File: src/rtl/vram_arb_pkg.sv
// vram_arb_pkg: shared types and width defaults for the VRAM arbiter slice
package vram_arb_pkg;
    localparam int ADDR_W_DEF = 20;
    localparam int DATA_W_DEF = 8;
    typedef enum logic {PRIO_DISP, PRIO_CPU} arb_state_t;
    typedef enum logic {OWN_DISP, OWN_CPU} owner_t;
endpackage

File: src/rtl/vram_arbiter_if.sv
// vram_arbiter_if: display/CPU requester handshakes plus the VRAM port, as seen by the arbiter
interface vram_arbiter_if import vram_arb_pkg::*; #(
    parameter int ADDR_W = ADDR_W_DEF,
    parameter int DATA_W = DATA_W_DEF
);
    logic              disp_req;
    logic [ADDR_W-1:0] disp_addr;
    logic              disp_gnt;
    logic              disp_rvalid;
    logic [DATA_W-1:0] disp_rdata;
    logic              cpu_req;
    logic              cpu_we;
    logic [ADDR_W-1:0] cpu_addr;
    logic [DATA_W-1:0] cpu_wdata;
    logic              cpu_gnt;
    logic              cpu_rvalid;
    logic [DATA_W-1:0] cpu_rdata;
    logic [ADDR_W-1:0] vram_address;
    logic              vram_w_enable;
    logic [DATA_W-1:0] vram_w_data;
    logic [DATA_W-1:0] vram_r_data;

    modport master (
        output disp_req, disp_addr, cpu_req, cpu_we, cpu_addr, cpu_wdata, vram_r_data,
        input  disp_gnt, disp_rvalid, disp_rdata, cpu_gnt, cpu_rvalid, cpu_rdata,
        input  vram_address, vram_w_enable, vram_w_data
    );

    modport slave (
        input  disp_req, disp_addr, cpu_req, cpu_we, cpu_addr, cpu_wdata, vram_r_data,
        output disp_gnt, disp_rvalid, disp_rdata, cpu_gnt, cpu_rvalid, cpu_rdata,
        output vram_address, vram_w_enable, vram_w_data
    );
endinterface

File: src/rtl/vram_arb_starve_cnt.sv
// vram_arb_starve_cnt: counts consecutive denied CPU cycles and raises force_cpu at the threshold
module vram_arb_starve_cnt #(
    parameter int CPU_MAX_WAIT = 16
) (
    input  logic clk,
    input  logic rst,
    input  logic cpu_req,
    input  logic cpu_gnt,
    output logic force_cpu
);
    logic [7:0] wait_cnt;
    logic       denied;

    assign denied    = cpu_req & ~cpu_gnt;
    assign force_cpu = denied & (wait_cnt >= 8'(CPU_MAX_WAIT - 1));

    // consecutive-denial count; any grant or dropped request restarts it, saturates at all-ones
    always_ff @(posedge clk)
        wait_cnt <= (rst || !denied) ? 8'd0 : (wait_cnt == 8'hFF) ? wait_cnt : wait_cnt + 8'd1;
endmodule

File: src/rtl/vram_arbiter.sv
// vram_arbiter: display-priority VRAM arbiter with CPU starvation guard (optional stats: VRAM_ARB_STATS_EN)
module vram_arbiter import vram_arb_pkg::*; #(
    parameter int ADDR_W       = ADDR_W_DEF,
    parameter int DATA_W       = DATA_W_DEF,
    parameter int VRAM_DEPTH   = 1 << ADDR_W,
    parameter int CPU_MAX_WAIT = 16
) (
    input  logic        clk,
    input  logic        rst,
`ifdef VRAM_ARB_STATS_EN
    output logic [31:0] stat_conflicts,
    output logic [15:0] stat_forced,
`endif
    vram_arbiter_if.slave bus
);
    localparam logic [ADDR_W:0] DEPTH_L = (ADDR_W + 1)'(VRAM_DEPTH);

    arb_state_t        state, state_nxt;
    owner_t            rd_owner;
    logic              force_cpu, disp_gnt, cpu_gnt, disp_in, cpu_in;
    logic              rd_valid, rd_zero, disp_hit, cpu_hit;
    logic [DATA_W-1:0] rdata, disp_q, cpu_q;

    assign disp_in = {1'b0, bus.disp_addr} < DEPTH_L;
    assign cpu_in  = {1'b0, bus.cpu_addr} < DEPTH_L;

    vram_arb_starve_cnt #(.CPU_MAX_WAIT(CPU_MAX_WAIT)) u_starve (
        .clk       (clk),
        .rst       (rst),
        .cpu_req   (bus.cpu_req),
        .cpu_gnt   (cpu_gnt),
        .force_cpu (force_cpu)
    );

    // priority state register
    always_ff @(posedge clk)
        state <= rst ? PRIO_DISP : state_nxt;

    // a forced CPU slot lasts one cycle, whether or not the CPU still wants it
    always_comb
        state_nxt = (state == PRIO_DISP && force_cpu) ? PRIO_CPU : PRIO_DISP;

    // grants: the prioritised side wins, the other only takes an idle cycle
    always_comb begin
        cpu_gnt  = ~rst & bus.cpu_req & ((state == PRIO_CPU) | ~bus.disp_req);
        disp_gnt = ~rst & bus.disp_req & ~cpu_gnt;
    end

    assign bus.disp_gnt = disp_gnt;
    assign bus.cpu_gnt  = cpu_gnt;

    // VRAM port follows whichever side holds the grant; out-of-range writes are dropped
    always_comb begin
        bus.vram_address  = cpu_gnt ? bus.cpu_addr : disp_gnt ? bus.disp_addr : '0;
        bus.vram_w_enable = cpu_gnt & bus.cpu_we & cpu_in;
        bus.vram_w_data   = cpu_gnt ? bus.cpu_wdata : '0;
    end

    // remember who issued the read in flight and whether it must return zero
    always_ff @(posedge clk) begin
        rd_valid <= ~rst & (disp_gnt | (cpu_gnt & ~bus.cpu_we));
        rd_owner <= (~rst & cpu_gnt) ? OWN_CPU : OWN_DISP;
        rd_zero  <= ~rst & (cpu_gnt ? ~cpu_in : ~disp_in);
    end

    assign disp_hit = ~rst & rd_valid & (rd_owner == OWN_DISP);
    assign cpu_hit  = ~rst & rd_valid & (rd_owner == OWN_CPU);
    assign rdata    = rd_zero ? '0 : bus.vram_r_data;

    assign bus.disp_rvalid = disp_hit;
    assign bus.cpu_rvalid  = cpu_hit;
    assign bus.disp_rdata  = rst ? '0 : disp_hit ? rdata : disp_q;
    assign bus.cpu_rdata   = rst ? '0 : cpu_hit ? rdata : cpu_q;

    // hold each requester's last returned data between its reads
    always_ff @(posedge clk) begin
        disp_q <= rst ? '0 : bus.disp_rdata;
        cpu_q  <= rst ? '0 : bus.cpu_rdata;
    end

`ifdef VRAM_ARB_STATS_EN
    // saturating contention and forced-slot counters
    always_ff @(posedge clk) begin
        if (rst) begin
            stat_conflicts <= '0;
            stat_forced    <= '0;
        end else begin
            if (bus.disp_req && bus.cpu_req && stat_conflicts != '1)
                stat_conflicts <= stat_conflicts + 32'd1;
            if (state == PRIO_DISP && state_nxt == PRIO_CPU && stat_forced != '1)
                stat_forced <= stat_forced + 16'd1;
        end
    end
`endif
endmodule

File: src/flat_wrapper.sv
// flat-port wrapper written by rule: the top's interface ports become plain ports
module vram_arbiter_flat import vram_arb_pkg::*;
#(
    parameter int ADDR_W       = ADDR_W_DEF,
    parameter int DATA_W       = DATA_W_DEF,
    parameter int VRAM_DEPTH   = 1 << ADDR_W,
    parameter int CPU_MAX_WAIT = 16
)
  (clk, rst, bus_disp_req, bus_disp_addr, bus_cpu_req, bus_cpu_we, bus_cpu_addr, bus_cpu_wdata, bus_vram_r_data, bus_disp_gnt, bus_disp_rvalid, bus_disp_rdata, bus_cpu_gnt, bus_cpu_rvalid, bus_cpu_rdata, bus_vram_address, bus_vram_w_enable, bus_vram_w_data);
  vram_arbiter_if #(.ADDR_W(ADDR_W), .DATA_W(DATA_W)) bus_i ();
  input  logic clk;
  input  logic rst;
  input wire logic [$bits(bus_i.disp_req)-1:0] bus_disp_req;
  input wire logic [$bits(bus_i.disp_addr)-1:0] bus_disp_addr;
  input wire logic [$bits(bus_i.cpu_req)-1:0] bus_cpu_req;
  input wire logic [$bits(bus_i.cpu_we)-1:0] bus_cpu_we;
  input wire logic [$bits(bus_i.cpu_addr)-1:0] bus_cpu_addr;
  input wire logic [$bits(bus_i.cpu_wdata)-1:0] bus_cpu_wdata;
  input wire logic [$bits(bus_i.vram_r_data)-1:0] bus_vram_r_data;
  output wire logic [$bits(bus_i.disp_gnt)-1:0] bus_disp_gnt;
  output wire logic [$bits(bus_i.disp_rvalid)-1:0] bus_disp_rvalid;
  output wire logic [$bits(bus_i.disp_rdata)-1:0] bus_disp_rdata;
  output wire logic [$bits(bus_i.cpu_gnt)-1:0] bus_cpu_gnt;
  output wire logic [$bits(bus_i.cpu_rvalid)-1:0] bus_cpu_rvalid;
  output wire logic [$bits(bus_i.cpu_rdata)-1:0] bus_cpu_rdata;
  output wire logic [$bits(bus_i.vram_address)-1:0] bus_vram_address;
  output wire logic [$bits(bus_i.vram_w_enable)-1:0] bus_vram_w_enable;
  output wire logic [$bits(bus_i.vram_w_data)-1:0] bus_vram_w_data;
  assign bus_i.disp_req = bus_disp_req;
  assign bus_i.disp_addr = bus_disp_addr;
  assign bus_i.cpu_req = bus_cpu_req;
  assign bus_i.cpu_we = bus_cpu_we;
  assign bus_i.cpu_addr = bus_cpu_addr;
  assign bus_i.cpu_wdata = bus_cpu_wdata;
  assign bus_i.vram_r_data = bus_vram_r_data;
  assign bus_disp_gnt = bus_i.disp_gnt;
  assign bus_disp_rvalid = bus_i.disp_rvalid;
  assign bus_disp_rdata = bus_i.disp_rdata;
  assign bus_cpu_gnt = bus_i.cpu_gnt;
  assign bus_cpu_rvalid = bus_i.cpu_rvalid;
  assign bus_cpu_rdata = bus_i.cpu_rdata;
  assign bus_vram_address = bus_i.vram_address;
  assign bus_vram_w_enable = bus_i.vram_w_enable;
  assign bus_vram_w_data = bus_i.vram_w_data;
  vram_arbiter #(.ADDR_W(ADDR_W), .DATA_W(DATA_W), .VRAM_DEPTH(VRAM_DEPTH), .CPU_MAX_WAIT(CPU_MAX_WAIT)) u_core (.clk(clk), .rst(rst), .bus(bus_i));
endmodule
File: config.mk
export PLATFORM = sky130hd
export DESIGN_NAME = vram_arbiter_flat
export DESIGN_NICKNAME = d
export VERILOG_FILES = /design/src/rtl/vram_arb_pkg.sv /design/src/rtl/vram_arbiter_if.sv /design/src/rtl/vram_arb_starve_cnt.sv /design/src/rtl/vram_arbiter.sv /design/src/flat_wrapper.sv
export SDC_FILE = /design/constraint.sdc
export NUM_CORES = 1
export LEC_CHECK = 0
export CELL_PAD_IN_SITES_DETAIL_PLACEMENT = 0
export CELL_PAD_IN_SITES_GLOBAL_PLACEMENT = 1
export CORE_MARGIN = 2
export CORE_UTILIZATION = 44
export CTS_CLUSTER_DIAMETER = 30
export DETAILED_ROUTE_END_ITERATION = 16
export DONT_BUFFER_PORTS = 1
export HOLD_SLACK_MARGIN = 0.05
export PLACE_DENSITY_LB_ADDON = 0.1
export SYNTH_ARGS = -nofsm -noshare
export SYNTH_HDL_FRONTEND = slang
export SYNTH_SLANG_ARGS = --single-unit
File: constraint.sdc
create_clock -name clk -period 2.28 [get_ports clk]
set_input_delay 0.456 -clock clk [delete_from_list [all_inputs] [get_ports clk]]
set_output_delay 0.456 -clock clk [all_outputs]
set_load 0.1 [all_outputs]
-- Word level (Yosys, flattened, before mapping)
Index checks and enable logic that the tools add are counted.
- register bits after elaboration: 27
- input port bits: 61
- output and inout bits: 49
- word-level logic and storage cells: 42
- $add $sub $neg: 1
- magnitude comparators: 1
- equal/unequal tests: 1
- muxes and demuxes: 9
- bitwise operators: 21
- reductions and logical operators: 3
- operators with widths (operator ; number):
    $mux 20 ; 2
    $mux 8 ; 5
    $and 1x1->1 ; 13
    $add 8x1->8 const B ; 1
    $eq 8x8->1 const B ; 1
    $ge 8x4->1 const B ; 1
    $not 1->1 ; 6
    $mux 1 ; 2
    $or 1x1->1 ; 2
    $logic_and 1x1->1 ; 1
    $logic_not 1->1 ; 1
    $logic_or 1x1->1 ; 1

-- Logic depth before layout (Yosys ltp)
Gate-level depths: netlist (run 1).
- word-level depth: 8
- gate-level depth with buffers: 5
- mapped depth without buffers: 4

-- By module
From an unflattened synthesis (run 1), not the netlist that was laid out.
- cells, all modules: 201
- area, all modules: 1554.0 µm²
- by module, submodules not included (module ; times used ; cells an instance ; area each (µm²) ; seq. area each (µm²)):
    vram_arbiter ; 1 ; 154 ; 1163.6 ; 380.4
    vram_arb_starve_cnt ; 1 ; 47 ; 390.4 ; 160.2

-- Worst setup path before layout (run 1)
No wires, ideal clock.
- path type: input-to-output
- start point: input rst
- end point: output bus_disp_rdata[0]
- arrival: 3.032 ns
- required time: 1.824 ns
- setup slack: -1.208 ns
- stages on the path: 3
- path buffers: 1
- cells stage by stage: nor3b_2 buf_2 o21ai_0
- word-level cells in the longest chain between the ends: 5
- ends and longest elaborated chain (element ; RTL line ; source):
    start, declared ; flat_wrapper.sv:12 ; input logic rst;
    $not 1->1 ; vram_arbiter.sv:66 ; assign disp_hit = ~rst & rd_valid & (rd_owner == OWN_DISP);
    $and 1x1->1 (2 in series) ; vram_arbiter.sv:66 ;
    via bus_disp_rvalid ; flat_wrapper.sv:21 ; output wire logic [$bits(bus_i.disp_rvalid)-1:0] bus_disp_rvalid;
    $mux 8 (2 in series) ; vram_arbiter.sv:72 ; assign bus.disp_rdata = rst ? '0 : disp_hit ? rdata : disp_q;
    end, declared ; flat_wrapper.sv:22 ; output wire logic [$bits(bus_i.disp_rdata)-1:0] bus_disp_rdata;
The timed path passes the listed nets, and every way through them passes these cells.

-- Final worst setup path (run 1)
- start point: register u_core.state
- end point: output bus_vram_address[18]
- word-level cells in the longest chain between the ends: 6
- ends and longest elaborated chain (element ; RTL line ; source):
    start, declared ; vram_arbiter.sv:18 ; arb_state_t state, state_nxt;
    start signal, assigned ; vram_arbiter.sv:37 ; state <= rst ? PRIO_DISP : state_nxt;
    $or 1x1->1 * ; vram_arbiter.sv:45 ; cpu_gnt = ~rst & bus.cpu_req & ((state == PRIO_CPU) | ~bus.disp_req);
    $and 1x1->1 * ; vram_arbiter.sv:45 ;
    $not 1->1 ; vram_arbiter.sv:46 ; disp_gnt = ~rst & bus.disp_req & ~cpu_gnt;
    $and 1x1->1 ; vram_arbiter.sv:46 ;
    $mux 20 ; vram_arbiter.sv:54 ; bus.vram_address = cpu_gnt ? bus.cpu_addr : disp_gnt ? bus.disp_addr : '0;
    $mux 20 * ; vram_arbiter.sv:54 ;
    end, declared ; flat_wrapper.sv:26 ; output wire logic [$bits(bus_i.vram_address)-1:0] bus_vram_address;
Every way passes the cells marked *; elsewhere a longest branch is shown, timed or not.

==> results.md, run 1 <==
- Status: complete, no violations
- CTS H-tree lvls: 1
- Vias: 1417
- Hold Crit Depth: 1
- Pre-antenna DRT Iters: 4
- Time the worst path needs with I/O delays and setup: 2.10 ns
- R2R cell count: 4
- Final #Nets: between 200 and 300
- Drt wl/cell: around 17 um
- First-pass GRT wire length: roughly 6300 um
- Worst path cell trace: nor2b_1, nor3b_4, buf_12, a22o_2, buf_12
- Pre-CTS setup slack: about 0.27 ns
- Antenna violations before repair: 0
- Chip height: ~62 um
- # diodes: 0
- CTS Buf Count: 3
- Post-Syn Area: 1470 um^2
- Largest net degree at the start of global routing: 31
- Hold slack: approximately 0.21 ns
- Crit Path Class: reg2out
- CTS tree: done
- DRC: 0
- Core box area: approximately 3100 um^2
- Pleak: approximately 0.96 nW
- Clock Skew: 0.00363 ns
- Clk slew on worst S/H paths: ~0.14 ns
- FMAX: ~480 MHz
- Share of cells above drive strength 1: between 30% and 40%
- Io pins: 110
- Latest clock arrival within the worst-skew pair: slightly above 0.3 ns
- Final Hold Fails: 0
- Root Driver: clkbuf_4
- CTS Sinks: 27
- RSZ-0062 raised after global routing: no
- Hold_buf cts: 0
- Final core occ: 73.5%
- Worst slew pin tran: approximately 0.43 ns
- 1st-iter DRT viols: a little under 60
- Worst IR drop on VDD: approximately 0.36 mV
- Clock Path Buffers: 2
- Ys Warns: 0
- Area Growth Syn to Fin: 55.3%
- Final setup violation count: 0
- CP max-delay cell: dfxtp_1
- Fin worst setup slack: 0.179 ns
- Mapped Nets: 242
- Die W: 61.8 um
- DP Area: 2250 um^2
- Worst-path maximum fanout: 30
- Remaining Overflow, GRT: 0
- CP startpoint: u_core.state
- Final slew viol count: 0
- Vias in the first global route: ~1400
- Postcts setup bufs: 0
- GPL Wtd Cong: about 0.74
- Crit path launch type: flop
- Post-route ant nets: 0
- GRT Util Overall: 22.3%
- Hold Path Origin: rst
- Final instance area: around 2300 um^2
- Max Cap Violations: 0
- Initial core utilization: 47.3%
- Seq cells post-synth: 27
- Drt total wl: about 4400 um
- Gate Count Post-Synth: 180
- Final period util: approximately 90%
- Vias/cell: between 5 and 6
- Slowest Stage Delay on Critical Path: roughly 0.35 ns
- Arr. time, crit path: around 1.6 ns
- Sequential area share after synthesis: 36.8%
- Worst hold path type: in2reg
- Die ar.: between 3000 and 4000 um^2
- Synth Area per Inst: 8.15 um^2
- Synth unique cells: 30
- P per Cell Area: between 500 and 600 nW/um^2
- CP Capture Type: primary output
- Most used cell along the critical path: buf_12
- Crit Reg-Reg Startpoint: u_core.u_starve.wait_cnt[0]
- Port Buffers: 0
- Site Rows: 20
- Worst endpoint required time: roughly 1.8 ns
- Setup TNS Final: 0 ns
- Detailed placement HPWL: 3580 um
- Count of cells resized by post-cts repair: 0
- Rel. slew slack: 70.9%
registers in the layout (all words and copies together) (netlist names):
| signal | flops |
|---|---|
| u_core.cpu_q | 8 |
| u_core.rd_owner | 1 |
| u_core.rd_valid | 1 |
| u_core.disp_q | 8 |
| u_core.state | 1 |
| u_core.u_starve.wait_cnt | 8 |
per-layer routing:
metal	global-route usage [%]	vias to the layer above	share of wire, %
met5	0	-	0
met2	40.6	66	50
li1	-	708	-
met4	6.99	0	1.2
met1	25.6	637	38
met3	5.18	6	10
synthesized netlist by cell type, drive strengths merged:
| cell type | instances | share of area, % |
|---|---|---|
| nand2 | 34 | 8.7 |
| dfxtp | 27 | 37 |
| a22o | 20 | 12 |
| o21ai | 17 | 5.8 |
| buf | 10 | 4.3 |
| and2 | 9 | 3.8 |
| nand2b | 9 | 3.8 |
| nand3b | 9 | 4.6 |
| a21oi | 7 | 2.4 |
| nor3 | 7 | 2.4 |
| nor2 | 4 | 1.0 |
| nor3b | 4 | 2.7 |
| inv | 3 | 0.77 |
| nand4 | 3 | 1.3 |
| a211oi | 2 | 1.4 |
| a31oi | 2 | 0.85 |
| and3 | 2 | 1.0 |
| and4 | 2 | 1.2 |
| nand3 | 2 | 0.68 |
| a21bo | 1 | 0.68 |
| a21boi | 1 | 0.51 |
| clkbuf | 1 | 0.26 |
| ha | 1 | 0.85 |
| mux2 | 1 | 1.0 |
| nand4bb | 1 | 0.77 |
| nor2b | 1 | 0.43 |
final cells by class:
cell class / count / area (um^2)
Multi-Input combinational cell: 139 / 1010
Tap cell: 44 / 55.1
Clock buffer: 4 / 26.3
Inverter: 3 / 11.3
Fill cell: 242 / 823
Sequential cell: 27 / 541
Timing Repair Buffer: 36 / 633
power breakdown:
group	internal, mW	switching (mW)
clock	0.0683	0.131
combinational	0.154	0.367
sequential	0.486	0.00528
path summary, 6_finish.rpt:
kind | to | slack [ns]
worst max register to register | u_core.u_starve.wait_cnt[5] | 0.68
worst min-delay path | u_core.rd_valid | 0.21
worst min register to register | u_core.cpu_q[7] | 0.51
worst max-delay path | bus_vram_address[18] | 0.18
critical path, delay by kind of cell, from the launching register on:
kind	cells	cell delay, ns
AO/OA/AOI/OAI	1	0.29
buffers and inverters	2	0.35
AND/OR/NAND/NOR	2	0.35
flip-flops	1	0.35
stage by stage:
step	cells	power (mW)
global placement	248	1.02
finish	253	1.21
detailed placement	248	1.02
global route	253	1.25
floorplan	180	0.885
CTS	252	1.22
cells in the final DEF, fill, tap and decap left out, drive strengths merged:
cell type   n
a21bo       1
nand2      34
ha          1
nand2b      9
nor2b       1
nor3b       4
nor3        7
dfxtp      27
nand3       2
mux2        1
nand4       3
inv         3
a211oi      2
and4        2
a21oi       7
a22o       20
and3        2
o21ai      17
nand4bb     1
a31oi       2
nor2        4
a21boi      1
nand3b      9
and2        9
clkbuf      4
buf        36
kinds of logic after synthesis:
group / Yosys count / share of synthesized area (%)
simple gates: 87 / 32.5
flops: 27 / 36.8
compound gates: 50 / 23.5
fa+ha+maj: 1 / 0.852
buf+inv: 14 / 5.29
mux: 1 / 1.02
Power figures use the tool's default switching activity.
==> inputs of run 2 (changes only) <==
HOLD_SLACK_MARGIN = 0.02   (was 0.05)
==> results of run 2 <==
The final DEF is identical to that of run 1; final timing and power are the same.
==> inputs of run 3 (changes only) <==
CORE_UTILIZATION = 30   (was 44)
GPL_ROUTABILITY_DRIVEN = 0   (was not set)
==> results.md, run 3 (same netlist as run 1, synthesis figures left out) <==
- Drt total wl: just over 4000 um
- Count of cells resized by post-cts repair: 0
- Sw Ratio: between 30% and 40%
- Vias: approximately 1400
- Max Cap Violations: 0
- Worst IR drop on VDD: 0.278 mV
- Hold Path Origin: rst
- Final period util: ~93%
- Arr. time, crit path: ~1.7 ns
- Hold EP: u_core.rd_owner
- # diodes: 0
- Status: complete, no violations
- Placed cell count: roughly 270
- Largest registers: u_core.cpu_q (8), u_core.disp_q (8), u_core.u_starve.wait_cnt (8)
- Final core occ: 49.6%
- Core box area: roughly 4700 um^2
- Worst endpoint required time: around 1.8 ns
- Crit path launch type: flop
- FF-to-FF setup slack: 0.68 ns
- P per Cell Area: 542 nW/um^2
- Final Hold Fails: 0
- Antenna violations before repair: 0
- Crit Path Class: reg2out
- Drt wl/cell: 14.8 um
- Detailed placement HPWL: about 3400 um
- Site Rows: 25
- CTS tree: done
- First-pass GRT wire length: around 5900 um
- Worst path cell trace: a21bo_2, nor2_4, buf_4, a22o_4
- Final #Nets: roughly 270
- Vias/cell: 5.11
- Vias in the first global route: roughly 1300
- Remaining Overflow, GRT: 0
- Io pins: 110
- RSZ-0062 raised after global routing: no
- Slowest Stage Delay on Critical Path: 0.33 ns
- Worst slew pin tran: approximately 0.46 ns
- Reg-to-Reg End: u_core.u_starve.wait_cnt[5]
- Non-Filler Instances: approximately 280
- Worst-path maximum fanout: 13
- Pleak: roughly 1 nW
- Initial core utilization: between 30% and 40%
- Power share of the clock group: about a fifth
- CTS Sinks: 27
- Share of cells above drive strength 1: ~40%
- Final setup violation count: 0
- Area occupied by multi-input gates: slightly above 1000 um^2
- Seq. cell area: 541 um^2
- DRC: 0
- Latest clock arrival within the worst-skew pair: approximately 0.26 ns
- Setup TNS Final: 0 ns
- Area Growth Syn to Fin: 59.6%
- Power consumption: ~1.3 mW
- Clock Skew: between 0.005 and 0.006 ns
- R2R cell count: 4
- CTS Buf Count: 3
- Port Buffers: 0
- Time the worst path needs with I/O delays and setup: ~2.1 ns
- Int Pwr: about 0.77 mW
- Final slew viol count: 0
- GRT Util Overall: between 10% and 20%
- Hold Crit Depth: 1
- Die W: 73.9 um
- Logic gate share of total power: about 41%
- Clk slew on worst S/H paths: around 0.09 ns
- CTS H-tree lvls: 1
- 1st-iter DRT viols: 42
- Most frequent cells in the layout: buf_12, dfxtp_1, nand2_1
- Final instance area: between 2000 and 2500 um^2
- Die ar.: approximately 5500 um^2
- Worst hold path type: in2reg
- Largest net degree at the start of global routing: 31
- Psw: just over 0.5 mW
- DP Area: about 2300 um^2
- CP max-delay cell: dfxtp_1
- Chip height: approximately 74 um
- Rel. slew slack: 69.3%
- Crit Reg-Reg Startpoint: u_core.u_starve.wait_cnt[0]
- Pre-antenna DRT Iters: 4
- FILL cells: ~440
- Clock Path Buffers: 2
- Root Driver: clkbuf_8
- FMAX: ~470 MHz
- Post-route ant nets: 0
- Commonest non-fill, non-tap cell in the layout: buf_12
- CP Capture Type: primary output
- Sequential Power Share: 38.6%
-- run 3: cell types whose count changed in the layout (fill, tap and decap cells not counted) --
cell      previous run  this run
clkbuf_4             3         0
clkbuf_8             0         3
buf_4                7         9
-- run 3: power by group through the flow --
stage          Clock (mW)  Sequential, mW  Combinational [mW]
6_report            0.261           0.491               0.518
5_1_grt             0.288           0.492               0.531
4_1_cts             0.272           0.491               0.519
3_5_place_dp            0           0.502               0.519
3_3_place_gp            0           0.502               0.516
2_1_floorplan           0           0.500               0.385
-- run 3: worst max-delay path by stage --
stage	start	end	depth (start not counted)
2_1_floorplan	rst	bus_disp_rdata[0]	3
3_3_place_gp	rst	bus_disp_rdata[5]	5
3_5_place_dp	rst	bus_disp_rdata[4]	5
4_1_cts	u_core.rd_valid	bus_disp_rdata[4]	5
5_1_grt	u_core.state	bus_vram_address[14]	4
6_report	u_core.state	bus_vram_address[14]	4
-- run 3: layer usage --
layer	part of all wire (%)	global-route usage [%]	vias up
li1	-	-	707
met1	38	16.0	660
met2	54	24.3	54
met3	7.4	4.07	0
met4	0	1.82	0
met5	0	0	-
-- run 3: repair_timing --
item | 4_1_cts | 5_1_grt
buffers inserted | 0 | 1
setup endpoints to repair | 0 | 2
hold buffers | 0 | 0
-- run 3: area by class of cell --
type,count,area share (%)
inverter,3,0.481
tap,67,3.58
multi-input combinational,139,43.3
sequential,27,23.1
clock buffer,4,1.92
timing repair buffer,38,27.7
-- run 3: stage by stage --
stage | hold WS (ns) | setup WS (ns)
5_1_grt | 0.240 | 0.0706
3_5_place_dp | 0.500 | 0.296
6_report | 0.256 | 0.158
3_3_place_gp | 0.491 | 0.331
4_1_cts | 0.252 | 0.130
2_1_floorplan | 0.460 | -0.455
-- run 3: critical path, delay by kind of cell (launching register included) --
| kind | cells | cell delay [ns] |
|---|---|---|
| AOI/OAI and AO/OA | 2 | 0.56 |
| buffers and inverters | 1 | 0.26 |
| DFF | 1 | 0.33 |
| and+or+nand+nor | 1 | 0.26 |
